===== config.mk =====
export PLATFORM = sky130hd
export DESIGN_NAME = apb_spi_write_buffer
export DESIGN_NICKNAME = d
export VERILOG_FILES = /design/src/rtl/apb_spi_pkg.sv /design/src/rtl/apb_spi_sync_fifo.sv /design/src/rtl/apb_spi_write_buffer.sv
export SDC_FILE = /design/constraint.sdc
export NUM_CORES = 1
export LEC_CHECK = 0
export ABC_CLOCK_PERIOD_IN_PS = 5000
export CAP_MARGIN = 40
export CORE_UTILIZATION = 58
export CTS_CLUSTER_SIZE = 25
export DETAILED_ROUTE_END_ITERATION = 8
export GPL_ROUTABILITY_DRIVEN = 0
export PLACE_DENSITY_LB_ADDON = 0.3
export REMOVE_ABC_BUFFERS = 1
export SLEW_MARGIN = 20
export SYNTH_ARGS = -nofsm -noshare
export SYNTH_HDL_FRONTEND = slang
export SYNTH_SLANG_ARGS = --single-unit

===== constraint.sdc =====
create_clock -name PCLK -period 5 [get_ports PCLK]
set_input_delay 0.75 -clock PCLK [delete_from_list [all_inputs] [get_ports PCLK]]
set_output_delay 0.75 -clock PCLK [all_outputs]
set_load 0.02 [all_outputs]

===== src/rtl/apb_spi_pkg.sv =====
`default_nettype none
// ============================================================================
// Module   : apb_spi_pkg
// Brief    : Shared FSM state encoding and default sizes for the APB-to-SPI
//            write buffer.
// Revision : 1.0
// ============================================================================
package apb_spi_pkg;

    localparam int c_DATA_W = 16;
    localparam int c_DEPTH  = 4;

    typedef enum logic [1:0] {
        IDLE   = 2'd0,
        ACCESS = 2'd1,
        RESP   = 2'd2
    } apb_state_t;

endpackage
`default_nettype wire


===== src/rtl/apb_spi_sync_fifo.sv =====
`default_nettype none
// ============================================================================
// Module   : apb_spi_sync_fifo
// Brief    : Single-clock TX FIFO with occupancy count; head word is visible
//            combinationally and reads as zero while empty.
// Revision : 1.0
// ============================================================================
module apb_spi_sync_fifo
    import apb_spi_pkg::*;
#(
    parameter int DATA_W = c_DATA_W,
    parameter int DEPTH  = c_DEPTH
) (
    input  logic                         clk,
    input  logic                         rst,
    input  logic                         i_push,
    input  logic [DATA_W-1:0]            i_data,
    input  logic                         i_pop,
    output logic                         o_full,
    output logic                         o_valid,
    output logic [DATA_W-1:0]            o_data,
    output logic [$clog2(DEPTH+1)-1:0]   o_level
);

    localparam int c_PTR_W = $clog2(DEPTH);
    localparam int c_LVL_W = $clog2(DEPTH + 1);
    localparam logic [c_LVL_W-1:0] c_FULL_LVL = c_LVL_W'(DEPTH);

    logic [DATA_W-1:0]  r_mem [DEPTH];
    logic [c_PTR_W-1:0] r_wr_ptr;
    logic [c_PTR_W-1:0] r_rd_ptr;
    logic [c_LVL_W-1:0] r_level;

    logic w_full;
    logic w_empty;
    logic w_push;
    logic w_pop;

    assign w_full  = (r_level == c_FULL_LVL);
    assign w_empty = (r_level == '0);
    assign w_push  = i_push & ~w_full;
    assign w_pop   = i_pop & ~w_empty;

    always_ff @(posedge clk) begin
        if (w_push && !rst) begin
            r_mem[r_wr_ptr] <= i_data;
        end
    end

    // Pointers are power-of-two wide, so the increment wraps modulo DEPTH.
    always_ff @(posedge clk) begin
        if (rst) begin
            r_wr_ptr <= '0;
            r_rd_ptr <= '0;
            r_level  <= '0;
        end else begin
            if (w_push) begin
                r_wr_ptr <= r_wr_ptr + 1'b1;
            end
            if (w_pop) begin
                r_rd_ptr <= r_rd_ptr + 1'b1;
            end
            case ({w_push, w_pop})
                2'b10:   r_level <= r_level + 1'b1;
                2'b01:   r_level <= r_level - 1'b1;
                default: r_level <= r_level;
            endcase
        end
    end

    assign o_full  = w_full;
    assign o_valid = ~w_empty;
    assign o_data  = w_empty ? '0 : r_mem[r_rd_ptr];
    assign o_level = r_level;

endmodule
`default_nettype wire


===== src/rtl/apb_spi_write_buffer.sv =====
`default_nettype none
// ============================================================================
// Module   : apb_spi_write_buffer
// Brief    : APB write slave feeding a TX FIFO drained by an SPI engine.
//            Optional macro APB_WBUF_PSLVERR_EN adds PSLVERR and turns a
//            full-FIFO write into a dropped, error-flagged transfer.
// Revision : 1.0
// ============================================================================
module apb_spi_write_buffer
    import apb_spi_pkg::*;
#(
    parameter int DATA_W = c_DATA_W,
    parameter int DEPTH  = c_DEPTH
) (
    input  logic                         PCLK,
    input  logic                         PRESET,
    input  logic                         IO_reg,
    input  logic                         PSEL,
    input  logic                         PENABLE,
    input  logic                         PWRITE,
    input  logic [DATA_W-1:0]            PWDATA,
    output logic                         PREADY_W,
    output logic                         SPI_send,
    output logic [DATA_W-1:0]            SPI_data,
    input  logic                         SPI_ack,
    output logic [$clog2(DEPTH+1)-1:0]   LEVEL
`ifdef APB_WBUF_PSLVERR_EN
    ,
    output logic                         PSLVERR
`endif
);

    apb_state_t r_state;
    logic       r_pready;
    logic       w_full;
    logic       w_access;
    logic       w_push;

`ifdef APB_WBUF_PSLVERR_EN
    logic       r_slverr;
    assign PSLVERR = r_slverr;
`endif

    assign w_access = (r_state == ACCESS) & PSEL & PENABLE;
    assign w_push   = w_access & ~w_full & ~PRESET;

    always_ff @(posedge PCLK) begin
        if (PRESET) begin
            r_state  <= IDLE;
            r_pready <= 1'b0;
`ifdef APB_WBUF_PSLVERR_EN
            r_slverr <= 1'b0;
`endif
        end else begin
            r_pready <= 1'b0;
`ifdef APB_WBUF_PSLVERR_EN
            r_slverr <= 1'b0;
`endif
            case (r_state)
                IDLE: begin
                    if (PSEL && !PENABLE && PWRITE && IO_reg) begin
                        r_state <= ACCESS;
                    end
                end
                ACCESS: begin
                    if (!PSEL) begin
                        r_state <= IDLE;
                    end else if (PENABLE) begin
                        // Full is judged on the pre-pop level; a same-cycle pop
                        // lets the push land on the following edge.
                        if (!w_full) begin
                            r_state  <= RESP;
                            r_pready <= 1'b1;
                        end
`ifdef APB_WBUF_PSLVERR_EN
                        else begin
                            r_state  <= RESP;
                            r_pready <= 1'b1;
                            r_slverr <= 1'b1;
                        end
`endif
                    end
                end
                RESP:    r_state <= IDLE;
                default: r_state <= IDLE;
            endcase
        end
    end

    assign PREADY_W = r_pready;

    apb_spi_sync_fifo #(
        .DATA_W (DATA_W),
        .DEPTH  (DEPTH)
    ) u_fifo (
        .clk     (PCLK),
        .rst     (PRESET),
        .i_push  (w_push),
        .i_data  (PWDATA),
        .i_pop   (SPI_ack),
        .o_full  (w_full),
        .o_valid (SPI_send),
        .o_data  (SPI_data),
        .o_level (LEVEL)
    );

endmodule
`default_nettype wire


Word level (Yosys, flattened, before mapping)
Memories as Yosys holds them, arrays and structs flattened. A register that Yosys moved wholly into a read port is not among the register bits.
Cells that the tools add are included.
{ "classes": {"bitwise": 12, "muxes": 12, "add_sub_neg": 4, "eq_ne": 7, "n_reduce_logical": 11} }
{ "ops": {"columns": ["operator", "count"], "rows": [
  ["$mux 16", 1],
  ["$mux 2", 6],
  ["$and 1x1->1", 6],
  ["$ne 3x3->1 const B", 2],
  ["$not 1->1", 6],
  ["$pmux 3 s2", 1],
  ["$add 2x1->2 const B", 2],
  ["$eq 2x1->1 const B", 2],
  ["$logic_and 1x1->1", 4],
  ["$pmux 2 s2", 1],
  ["$reduce_or 4->1", 1],
  ["$add 3x1->3 const B", 1],
  ["$eq 3x3->1 const B", 1],
  ["$logic_not 3->1", 1],
  ["$mux 1", 3],
  ["$reduce_and 3->1", 1],
  ["$sub 3x1->3 const B", 1],
  ["$eq 2x2->1 const B", 1],
  ["$logic_not 1->1", 2],
  ["$logic_not 2->1", 1],
  ["$ne 2x2->1 const B", 1],
  ["$reduce_bool 2->1", 1]
]} }
{ "word_totals": {"memories": 1, "output_inout_bits": 21, "wordCells": 52, "ram_bits": 64, "in_bits": 23, "regBits": 10} }
{ "memory_table": {"columns": ["memory", "depth", "word_bits", "rd", "rd_ports_with_merged_regs", "wr", "line_no", "rtl"], "rows": [
  ["u_fifo.r_mem", 4, 16, 1, 1, 1, "apb_spi_sync_fifo.sv:29", "logic [DATA_W-1:0] r_mem [DEPTH];"]
]} }

Longest topological paths before layout
{ "logic_depth": {"depth_word": 9, "depth_mapped": 9, "mapped_depth_nobuf": 9} }

By module
A second synthesis with hierarchy kept.
{ "hier_totals": {"cells_unflattened": 168, "hier_area_um2": 3128.0} }
{ "modules_own_cells": {"columns": ["module", "area_per_inst_um2", "seq_area_each_um2", "instances", "cells_per_inst"], "rows": [
  ["apb_spi_sync_fifo", 3009.1, 2102.0, 1, 156],
  ["apb_spi_write_buffer", 118.9, 60.1, 1, 12]
]} }

Least setup slack after synthesis
No wires, ideal clock.
{ "synth_timing": {"path_type": "input to register", "startpoint": "in PSEL", "endpoint": "reg u_fifo.r_level[2], in the netlist u_fifo.o_level[2]", "setup_time_ps": 71, "stages": 9, "arrival_time_ps": 2190, "t_required_ps": 4929, "path_buffers": 0, "path_slack_ps": 2740, "cell_sequence": "nand2b_1 -> nor4_4 -> inv_1 -> ha_1 -> inv_1 -> fa_1 -> xor2_1 -> or3_1 -> a21oi_1"} }
{ "synth_via": {"elab_chain_cells": 7, "word_cells_on_any_way": 9, "cone_classes": "eq/ne (2); mux (1); bitwise (5); reduce/logical (1)"} }
{ "synth_lines": {"columns": ["element", "line_no", "rtl"], "rows": [
  ["start, declared", "apb_spi_write_buffer.sv:18", "input logic PSEL,"],
  ["$and 1x1->1 (*) (2 in a row)", "apb_spi_write_buffer.sv:44", "assign w_access = (r_state == ACCESS) & PSEL & PENABLE;"],
  ["$and 1x1->1 (*) (2 in a row)", "apb_spi_write_buffer.sv:45", "assign w_push = w_access & ~w_full & ~PRESET;"],
  ["$and 1x1->1 (*)", "apb_spi_sync_fifo.sv:41", "assign w_push = i_push & ~w_full;"],
  ["$eq 2x1->1 / $eq 2x2->1 (equally long branches)", "apb_spi_sync_fifo.sv:63", "case ({w_push, w_pop})"],
  ["$pmux 3 s2 / $reduce_bool 2->1 (equally long branches)", null, null],
  ["end signal, assigned", "apb_spi_sync_fifo.sv:64", "2'b10: r_level <= r_level + 1'b1;"],
  ["end signal, assigned", "apb_spi_sync_fifo.sv:65", "2'b01: r_level <= r_level - 1'b1;"],
  ["end signal, assigned", "apb_spi_sync_fifo.sv:66", "default: r_level <= r_level;"],
  ["end, declared", "apb_spi_sync_fifo.sv:32", "logic [c_LVL_W-1:0] r_level;"]
]} }
Every way passes the cells marked *; elsewhere a longest branch is shown, timed or not.
A chain may end at the register's enable or synchronous reset.

==> out/qor.yml <==
run_status:
  status: "completed"
final_layout:
  register_area_um2: 2162
  num_antenna_cells: 0
  fill_cells: 317
  drive_above_1_share_pct: 15.84
  multiInputGateArea_um2: 852.1
  nNetsFinal: 246
  fin_area_um2: 3804
  mostFrequentLayoutCells: "edfxtp_1 (64), clkdlybuf4s50_1 (43), nor2b_1 (13), dfxtp_1 (12), mux4_2 (10)"
  final_common_cell: "edfxtp_1"
  syn2layout_area_growth_pct: 22.78
timing:
  fin_skew_ns: 0.005905
  rsz0062_at_grt: "false"
  setup_viol: 0
  slew_headroom_pct: 46.62
  slew_viol_final: 0
  tightest_slew_ns: 0.8008
  fin_crit_sh_pct: 62.80
  period_needed_ns: 3.140
  max_freq_mhz: 318.5
  setup_tns_ns: 0
  final-hold-violation-count: 0
floorplan:
  die_area_um2: 5638
  die_x_um: 75.09
  core_um2: 5140
  rows: 26
  initial_core_util_pct: 60.27
  ios: 44
  die_h_um: 75.09
critical_path:
  worstSetupEndpointType: "output port"
  crit_buf_inv: 2
  critPathSlowestCell: "dfxtp_1"
  crit_path_max_incr_delay_ns: 0.57
  arrival_ns: 2.39
  critPathKind: "reg2out"
  path_max_fanout: 12
  critPathLaunchType: "flop"
  worstPathCellList: "buf_16, mux4_1, nor2b_1, clkdlybuf4s50_1"
  cp_data_required_time_ns: 4.25
  critPathTopFamily: "buffers and inverters"
clocking:
  cts_num_sinks: 76
  clockBufferDepth: 2
  cts.clk_slew.worst_paths_ns: 0.07
  postCtsResizedCells: 0
  cts-root-buf: "clkbuf_8"
  cts_buffers: 9
  clk_latency_ns: 0.34
  cts_tree: "done"
  post-cts-setup-buffers: 0
  hold_buffers: 0
  htreeDepth: 3
synthesis:
  yosys.area.top_type: "edfxtp_1"
  yosysUniqueCellTypes: 31
  yosysTopAreaCellShare_pct: 62.04
  seq_area_frac_synth_pct: 69.79
  netlist_top_cells_area: "edfxtp_1 (62%), dfxtp_1 (7.8%), mux4_2 (7.3%)"
  synthCells: 166
  ys_seq_elements: 76
  netlist_area_um2: 3098
  yosysWarningCount: 0
  synth.avg_cell_area_um2: 18.66
grt:
  antenna_found_initial: 0
  global_route.overflow_total: 0
  grt_pass1_wl_um: 7741
  grt_pass1_vias: 1585
  grt_max_degree: 17
  grt_use_total_pct: 20.22
routing:
  ant_nets: 0
  wire_per_inst_um: 17.16
  routed_wirelength_um: 4995
  routed_via_density: 5.460
  drc: 0
  first_pass_iters: 4
  first_iter_violations: 120
  num_vias: 1589
power_and_ir_drop:
  ir_drop_mv: 0.2105
  p_per_area_nw_per_um2: 302.5
  leakage_nw: 1.228
place:
  hpwl_um: 3392
  dpl_cell_area_um2: 3608
  port_buffers: 43
flow_run:
  drv_cap: 0
hold_path:
  hp-class: "reg2reg"
## power breakdown
group,internal [mW],switching (mW)
Combinational,0.0207,0.0147
Sequential,0.686,0.000808
Clock,0.223,0.206
Total,0.930,0.221
## path summary, 6_finish.rpt
kind                                                 startpoint                         endpoint  slack, ns  cells after the start
worst min-delay path            u_fifo.r_rd_ptr[1]$_SDFFE_PP0N_  u_fifo.r_rd_ptr[1]$_SDFFE_PP0N_       0.50                      2
worst min register to register  u_fifo.r_rd_ptr[1]$_SDFFE_PP0N_  u_fifo.r_rd_ptr[1]$_SDFFE_PP0N_       0.50                      2
worst max-delay path                                       flop                      SPI_data[2]       1.86                      4
worst max register to register   u_fifo.o_level[2]$_SDFFE_PP0P_   u_fifo.o_level[2]$_SDFFE_PP0P_       2.65                      9
## layout make-up
class,instances,area share [%]
multi-input combinational,75,22.40
timing repair buffer,46,12.83
sequential,76,56.84
tap,70,2.303
clock inverter,6,1.480
clock buffer,9,3.257
inverter,9,0.8882
## per-stage QoR
stage	total power, mW	utilization, %	setup WS (ns)	hold slack [ns]	std cells
after detailed placement	0.7361	70.20	1.933	0.4946	275
after global placement	0.7332	69.38	1.878	0.4685	273
after floorplan	0.7082	-	2.632	0.4516	160
after CTS	1.159	73.71	1.812	0.5092	290
final	1.151	74.00	1.860	0.5007	291
after global routing	1.188	74.00	1.737	0.5490	291
## worst reg2reg max path, delay by kind of cell (launching register included)
| family | cells | cell delay [ns] |
|---|---|---|
| buffers and inverters | 2 | 0.16 |
| xor gates and xnor gates | 1 | 0.16 |
| adders and majority gates | 2 | 0.56 |
| and+or+nand+nor | 3 | 0.77 |
| DFF | 1 | 0.46 |
| AOI/OAI and AO/OA | 1 | 0.15 |
## registers in the layout (all words and copies together) (netlist names), named ones only
signal / cells
PREADY_W: 1
r_state: 2
u_fifo.o_level: 3
u_fifo.r_mem: 64
u_fifo.r_rd_ptr: 2
u_fifo.r_wr_ptr: 2
## synth_stat cells
cell type	instances
edfxtp_1	64
nor2b_1	13
dfxtp_1	12
mux4_2	10
inv_1	9
nor2_1	7
mux4_1	6
ha_1	5
and2_1	4
a21oi_1	3
buf_2	3
nand2b_1	3
nor2b_4	3
o21ai_0	3
xor2_1	3
nand2_1	2
or3_1	2
a211oi_1	1
buf_12	1
buf_6	1
clkbuf_1	1
fa_1	1
mux2_4	1
mux2i_1	1
nand3_1	1
nor3_2	1
nor3_4	1
nor3b_4	1
nor4_1	1
nor4_4	1
o31ai_1	1
## layer usage
layer	share of wire (%)	global-route usage (%)
met5	0	0
met3	4.4	7.095
met2	54	33.83
met1	39	24.15
met4	2.1	8.176
## cells by family (layout without fill, tap and decap cells)
kind of cell / count (synthesis) / after routing / synth area share [%]
AO/OA/AOI/OAI: 8 / 8 / 1.454
XOR/XNOR: 3 / 3 / 0.8483
adder cells (fa/ha/maj): 6 / 6 / 2.666
buffers and inverters: 15 / 70 / 2.706
flip-flops: 76 / 76 / 69.79
multiplexers: 18 / 18 / 13.17
AND/OR/NAND/NOR: 40 / 40 / 9.370
Power figures use the tool's default switching activity.
